File: config.mk
export PLATFORM = sky130hd
export DESIGN_NAME = if_prefetch_queue
export DESIGN_NICKNAME = d
export VERILOG_FILES = /design/src/rtl/if_prefetch_queue.sv
export SDC_FILE = /design/constraint.sdc
export NUM_CORES = 1
export LEC_CHECK = 0
export BUFFER_PORTS_ARGS = -buffer_cell sky130_fd_sc_hd__buf_2
export CORE_ASPECT_RATIO = 1.75
export CORE_MARGIN = 3
export CORE_UTILIZATION = 47
export DETAILED_ROUTE_END_ITERATION = 8
export GPL_ROUTABILITY_DRIVEN = 0
export PLACE_DENSITY = 0.7
export SLEW_MARGIN = 20
export SYNTH_ARGS = -nofsm -noshare
export SYNTH_HDL_FRONTEND = slang
export SYNTH_SLANG_ARGS = --single-unit
File: constraint.sdc
create_clock -name clk -period 14.2 [get_ports clk]
set_input_delay 1.42 -clock clk [delete_from_list [all_inputs] [get_ports clk]]
set_output_delay 1.42 -clock clk [all_outputs]
set_load 0.03 [all_outputs]
File: src/rtl/if_prefetch_queue.sv
// rtl/if_prefetch_queue.sv - instruction prefetch sequencer and PC+4 FIFO feeding IF/ID
// Optional same-cycle ack-to-output bypass when IF_PREFETCH_BYPASS_EN is defined.
module if_prefetch_queue #(
    parameter int          DEPTH    = 4,
    parameter logic [31:0] RESET_PC = 32'h0000_0000
) (
    input  logic        clk,
    input  logic        rst,
    output logic        imem_req,
    output logic [31:0] imem_addr,
    input  logic        imem_ack,
    input  logic [31:0] imem_rdata,
    output logic        ins_valid,
    output logic [31:0] ins_out,
    output logic [31:0] ins_pc4,
    input  logic        ins_ready,
    input  logic        redirect,
    input  logic [31:0] redirect_pc
);

    localparam int PTR_W = (DEPTH > 1) ? $clog2(DEPTH) : 1;
    localparam int CNT_W = $clog2(DEPTH + 1);
    localparam logic [CNT_W-1:0] FULL = CNT_W'(DEPTH);

    typedef enum logic [1:0] {
        S_IDLE = 2'd0,
        S_WAIT = 2'd1,
        S_DROP = 2'd2
    } state_t;

    state_t           state;
    state_t           state_next;
    logic [31:0]      fetch_pc;
    logic [31:0]      fetch_pc_next;
    logic [31:0]      addr_next;
    logic [31:0]      pc_plus4;
    logic [CNT_W-1:0] count;
    logic [CNT_W-1:0] count_next;
    logic [PTR_W-1:0] rd_ptr;
    logic [PTR_W-1:0] wr_ptr;
    logic [31:0]      mem_ins [DEPTH];
    logic [31:0]      mem_pc4 [DEPTH];
    logic             ack_ok;
    logic             bypass;
    logic             push;
    logic             pop;
    logic             fifo_valid;

    always_comb begin
        pc_plus4      = fetch_pc + 32'd4;
        fifo_valid    = (count != '0);
        ack_ok        = (state == S_WAIT) && imem_ack && !redirect;
`ifdef IF_PREFETCH_BYPASS_EN
        bypass        = ack_ok && !fifo_valid;
`else
        bypass        = 1'b0;
`endif
        // A bypassed word taken by the consumer this cycle never enters the FIFO.
        push          = ack_ok && !(bypass && ins_ready);
        pop           = fifo_valid && ins_ready && !redirect;
        count_next    = redirect ? '0 : (count + CNT_W'(push) - CNT_W'(pop));
        state_next    = state;
        fetch_pc_next = fetch_pc;

        case (state)
            S_IDLE: begin
                if (redirect) begin
                    fetch_pc_next = redirect_pc;
                end else if (count_next < FULL) begin
                    state_next = S_WAIT;
                end
            end
            S_WAIT: begin
                if (redirect) begin
                    fetch_pc_next = redirect_pc;
                    state_next    = imem_ack ? S_IDLE : S_DROP;
                end else if (imem_ack) begin
                    fetch_pc_next = pc_plus4;
                    state_next    = (count_next < FULL) ? S_WAIT : S_IDLE;
                end
            end
            S_DROP: begin
                if (redirect) begin
                    fetch_pc_next = redirect_pc;
                end
                if (imem_ack) begin
                    state_next = S_IDLE;
                end
            end
            default: begin
                state_next = S_IDLE;
            end
        endcase

        // The abandoned request keeps its original address until it is acknowledged.
        addr_next = (state_next == S_DROP) ? imem_addr : fetch_pc_next;
    end

    always_ff @(posedge clk) begin
        if (rst) begin
            state     <= S_IDLE;
            fetch_pc  <= RESET_PC;
            imem_addr <= RESET_PC;
            imem_req  <= 1'b0;
            count     <= '0;
            rd_ptr    <= '0;
            wr_ptr    <= '0;
            for (int i = 0; i < DEPTH; i++) begin
                mem_ins[i] <= '0;
                mem_pc4[i] <= '0;
            end
        end else begin
            state     <= state_next;
            fetch_pc  <= fetch_pc_next;
            imem_addr <= addr_next;
            imem_req  <= (state_next != S_IDLE);
            count     <= count_next;
            if (push) begin
                mem_ins[wr_ptr] <= imem_rdata;
                mem_pc4[wr_ptr] <= pc_plus4;
            end
            if (redirect) begin
                rd_ptr <= '0;
                wr_ptr <= '0;
            end else begin
                if (push) begin
                    wr_ptr <= wr_ptr + PTR_W'(1);
                end
                if (pop) begin
                    rd_ptr <= rd_ptr + PTR_W'(1);
                end
            end
        end
    end

    assign ins_valid = fifo_valid || bypass;
    assign ins_out   = bypass ? imem_rdata : mem_ins[rd_ptr];
    assign ins_pc4   = bypass ? pc_plus4   : mem_pc4[rd_ptr];

endmodule

* Word-level counts from Yosys, hierarchy flattened *
Memory sizes are Yosys's and may differ from the RTL's. A register that Yosys moved wholly into a read port is not among the register bits.
Cells that the tools add are included.

storage, ports and cells
  flip-flop bits (word level) = 74
  bits in writable memories = 256
  output and inout port bits = 98
  word-level logic and storage cells = 58
  memories = 2

operators by class
  $add $sub $neg = 5
  $lt $le $gt $ge = 1
  equality and inequality tests = 3
  mux-type cells = 28
  reductions and logical operators = 12

memories
  name     depth  width  rd ports  clocked after memory_dff  write ports  line  text
  mem_ins  4      32     1         1                         4            41    logic [31:0] mem_ins [DEPTH];
  mem_pc4  4      32     1         1                         4            42    logic [31:0] mem_pc4 [DEPTH];

operators by type and width
  operator                                                               count
  32-bit two-way mux                                                     5
  32-bit case mux with 2 select lines                                    1
  32-bit OR reduction                                                    2
  32-bit by 3-bit adder with 32-bit output, second input constant        1
  2-bit two-way mux                                                      12
  1-bit two-way mux                                                      8
  2-bit case mux with 3 select lines                                     1
  2-bit by 1-bit adder with 2-bit output, second input constant          2
  2-bit equality test, second input constant                             2
  1-bit logical AND                                                      4
  2-bit OR reduction                                                     2
  3-bit by 1-bit adder with 3-bit output                                 1
  3-bit less-than comparator, second input constant                      1
  3-bit two-way mux                                                      1
  3-bit nonzero test                                                     1
  3-bit by 1-bit subtractor with 3-bit output                            1
  2-bit by 1-bit equality test with 1-bit output, second input constant  1
  2-bit zero test                                                        1
  2-bit nonzero test                                                     1
  1-bit zero test                                                        1

* Logic depth before layout (Yosys ltp) *
  depth after elaboration = 12
  mapped depth = 12
  depth with buffers taken out = 11

* Least setup slack after synthesis *
Ideal clock, no wire load.

  path kind = input -> register
  start = input redirect
  end = memory mem_ins[3][0], enable pin
  setup time = 0.574 ns
  arrival = 6.891 ns
  path slack = 6.735 ns
  cell stages on the path = 6
  path through = clkbuf_1 -> or2_1 -> nor2_2 -> clkbuf_1 -> nand2_1 -> o21ai_0

RTL lines
  item                line  text
  start: declaration  17    input logic redirect,
  end: declaration    41

==> flow_summary.ini <==
[critical_path]
critPathMaxStageDelay_ps = 690
required_ps = 14400
cp-start-kind = input port
path_cells = buf_2 -> or2_1 -> nor2_2 -> buf_4 -> inv_1 -> nor2_2 -> nand3_1 -> buf_4 -> nand2_2 -> buf_4
path_max_fanout = 36
cp_top_family = simple AND/OR/NAND/NOR gates
critPathArrivalTime_ps = 5170
critPathMostFrequentCell = buf_4
cp_slowest_cell = nand2_2
path_class = in -> reg
cp-end-kind = flip-flop
path_buf_inv = 5

[timing]
period_needed_ps = 4968
slew_viol_final = 0
final.setup.tns_ps = 0
setup_viol = 0
max_slew_margin_pct = 26.64
tightestPinTransition_ps = 1098
finalHoldViolCount = 0
fmax_mhz = 201.3
clock_skew_ps = 15.98
rsz0062_at_grt = no
fin_crit_sh_pct = 34.99

[floorplanning]
start_util_pct = 47.76
fp.dieH_um = 242.8
rows = 86
core-area_um2 = 31530
die_area_um2 = 34310
fp.dieW_um = 141.3
pin_count = 167

[yosys]
yosys.area.top_type = edfxtp_1
syn_avg_cell_area_um2 = 12.65
synth-seq-cells = 332
synth_nets = 1263
ys_warn_count = 0
ys_seq_area_share_pct = 61.15
async_flop_share_pct = 0
synth_cell_type_count = 70
synth_top_cell_area_share_pct = 51.05
mappedNetlistArea_um2 = 15060
synth_edf_count = 256
ys.flop_type = edfxtp_1
synth_top_cells_by_area = edfxtp_1 51%, dfxtp_1 10%, mux4_2 9.6%
synth_cells = 1190

[global_route]
grt_antenna_before_repair = 0
grt_overflow = 0
grt_first_pass_wirelength_um = 60240
grt_max_degree = 65
grt_pass1_vias = 10580
grt_use_total_pct = 22.79

[layout]
instances_no_fill = 1728
areaGrowthSynthToFinish_pct = 14.07
drive_above_1_share_pct = 24.62
fillerInstances = 2652
fin_nets = 1383
n_antenna_cell = 0

[detailed_routing]
firstDrtPassIters = 5
via_per_inst = 5.863
wl_um = 39710
wl_per_cell_um = 22.98
ant_nets = 0
drc = 0
drt_iter0_markers = 773
num_vias = 10130

[clock_tree]
clkLatencyLatePin_ps = 560
cts_tree = built
postCtsSetupBuffers = 0
root_buffer = clkbuf_16
clkSinkCount = 332
htree_levels = 1
clock_tree.buffer_depth = 3
ctsHoldBuffers = 0
cts.clk_slew.worst_paths_ps = 70
post_cts_resized = 0
cts_buffers = 29

[outcome]
status = completed

[place]
dp.cells = 1675
post-dp-hpwl_um = 26470
portBuffers = 166

[power_and_ir_drop]
p_per_area_nw_per_um2 = 123.1
vdd_drop_max_uv = 107.3
power.static_leakage_nw = 6.400

[worst_hold_path]
hold_path.class = reg -> reg

[run]
maxCapViolCount = 0
[state kept, by name, indices dropped and copies added (netlist names), named ones only]
register,cells
mem_pc4,128
imem_req,1
fetch_pc,32
state,2
mem_ins,128
wr_ptr,2
rd_ptr,2
count,3
imem_addr,32
[placed cells by master (no fill, tap or decap), types with 4 or more instances in the layout]
cell | netlist | layout
clkbuf_16 | 0 | 30
o221ai_1 | 5 | 5
o21ai_0 | 22 | 21
xor2_1 | 8 | 8
a211o_1 | 4 | 4
edfxtp_1 | 256 | 256
xnor2_1 | 30 | 30
clkinv_2 | 0 | 5
mux4_2 | 64 | 64
o22ai_1 | 13 | 13
and4_1 | 6 | 6
nor4_1 | 8 | 8
buf_4 | 0 | 19
a21oi_1 | 17 | 16
nand2_1 | 59 | 56
o31ai_1 | 5 | 5
bufinv_16 | 0 | 4
nor3_1 | 32 | 31
nand3_1 | 22 | 22
a211oi_1 | 16 | 16
dfxtp_1 | 76 | 74
and2_1 | 85 | 85
nand2b_1 | 7 | 7
nor2_1 | 194 | 193
buf_2 | 18 | 166
and3_1 | 35 | 35
nand4_1 | 15 | 15
inv_1 | 24 | 24
or3_1 | 5 | 4
mux2i_1 | 13 | 13
[path summary, 6_finish.rpt]
path / cells after the start / endpoint / start / slack, ps
hold reg to reg: 2 / imem_addr[11]$_SDFFE_PP0P_ / imem_addr[11]$_SDFFE_PP0P_ / 460
setup / recovery: 10 / mem_pc4[1][12]$_SDFFCE_PN0P_ / redirect / 9230
setup reg to reg: 9 / mem_pc4[1][12]$_SDFFCE_PN0P_ / state[0]$_SDFF_PP0_ / 9780
hold / removal: 2 / imem_addr[11]$_SDFFE_PP0P_ / imem_addr[11]$_SDFFE_PP0P_ / 460
[cell families after synthesis]
family	count (synthesis)	share of synthesized area (%)
AO/OA/AOI/OAI	123	5.800
XOR/XNOR	38	2.210
adder cells (fa/ha/maj)	4	0.3823
buffers and inverters	121	3.232
flip-flops	332	61.15
multiplexers	77	10.44
AND/OR/NAND/NOR	495	16.78
[stage by stage]
step                hold slack [ps]  utilization, %  worst slack (ps)  power, mW  cell area (um2)
floorplan                     480.0               -              6735      1.238            15060
global placement              435.2           51.28              8370      1.301            16170
detailed placement            429.5           51.28              8312      1.305            16170
CTS                           457.1           54.47              8887      2.126            17170
global route                  480.5           54.48              9042      2.175            17180
finish                        459.6           54.48              9232      2.115            17180
[report_power, final]
group,total (mW),internal (mW),switching (mW)
Clock,0.831,0.476,0.355
Combinational,0.171,0.0543,0.117
Sequential,1.11,1.08,0.0286
Total,2.11,1.61,0.500
[cell type report]
class / instances / area, um2 / area share (%)
flip-flops and latches: 332 / 9214 / 53.64
inverters: 25 / 93.84 / 0.5463
multi-input cells: 737 / 5394 / 31.40
well taps: 396 / 495.5 / 2.885
repair buffers: 185 / 973.4 / 5.667
clock buffers: 36 / 803.3 / 4.677
clock inverters: 17 / 202.7 / 1.180
[metal layers]
layer,vias up,routed length [um],GRT usage (%)
li1,4624,-,-
met3,109,2387,2.602
met1,4969,14290,26.09
met4,0,1804,10.18
met2,429,21240,42.09
met5,-,0,0
[synth_stat cells, drive strengths merged (7+ instances only)]
cell type,instances
and2,85
mux2i,13
xnor2,30
dfxtp,76
buf,29
clkbuf,67
inv,24
xor2,8
nand3,22
a211oi,17
nor2,196
nand4,17
mux4,64
nor4,11
edfxtp,256
nand2b,7
nand2,59
o22ai,13
nor3,34
and3,35
o21ai,22
a21oi,17
[worst register-to-register path, cell delays in order (launching register included)]
cell	delay [ps]
dfxtp_1	720
nand2_1	220
nor2_2	140
buf_4	390
inv_1	310
nor2_2	600
nand3_1	160
buf_4	280
nand2_2	690
buf_4	550
No activity file was read; power rests on OpenSTA's default activity.
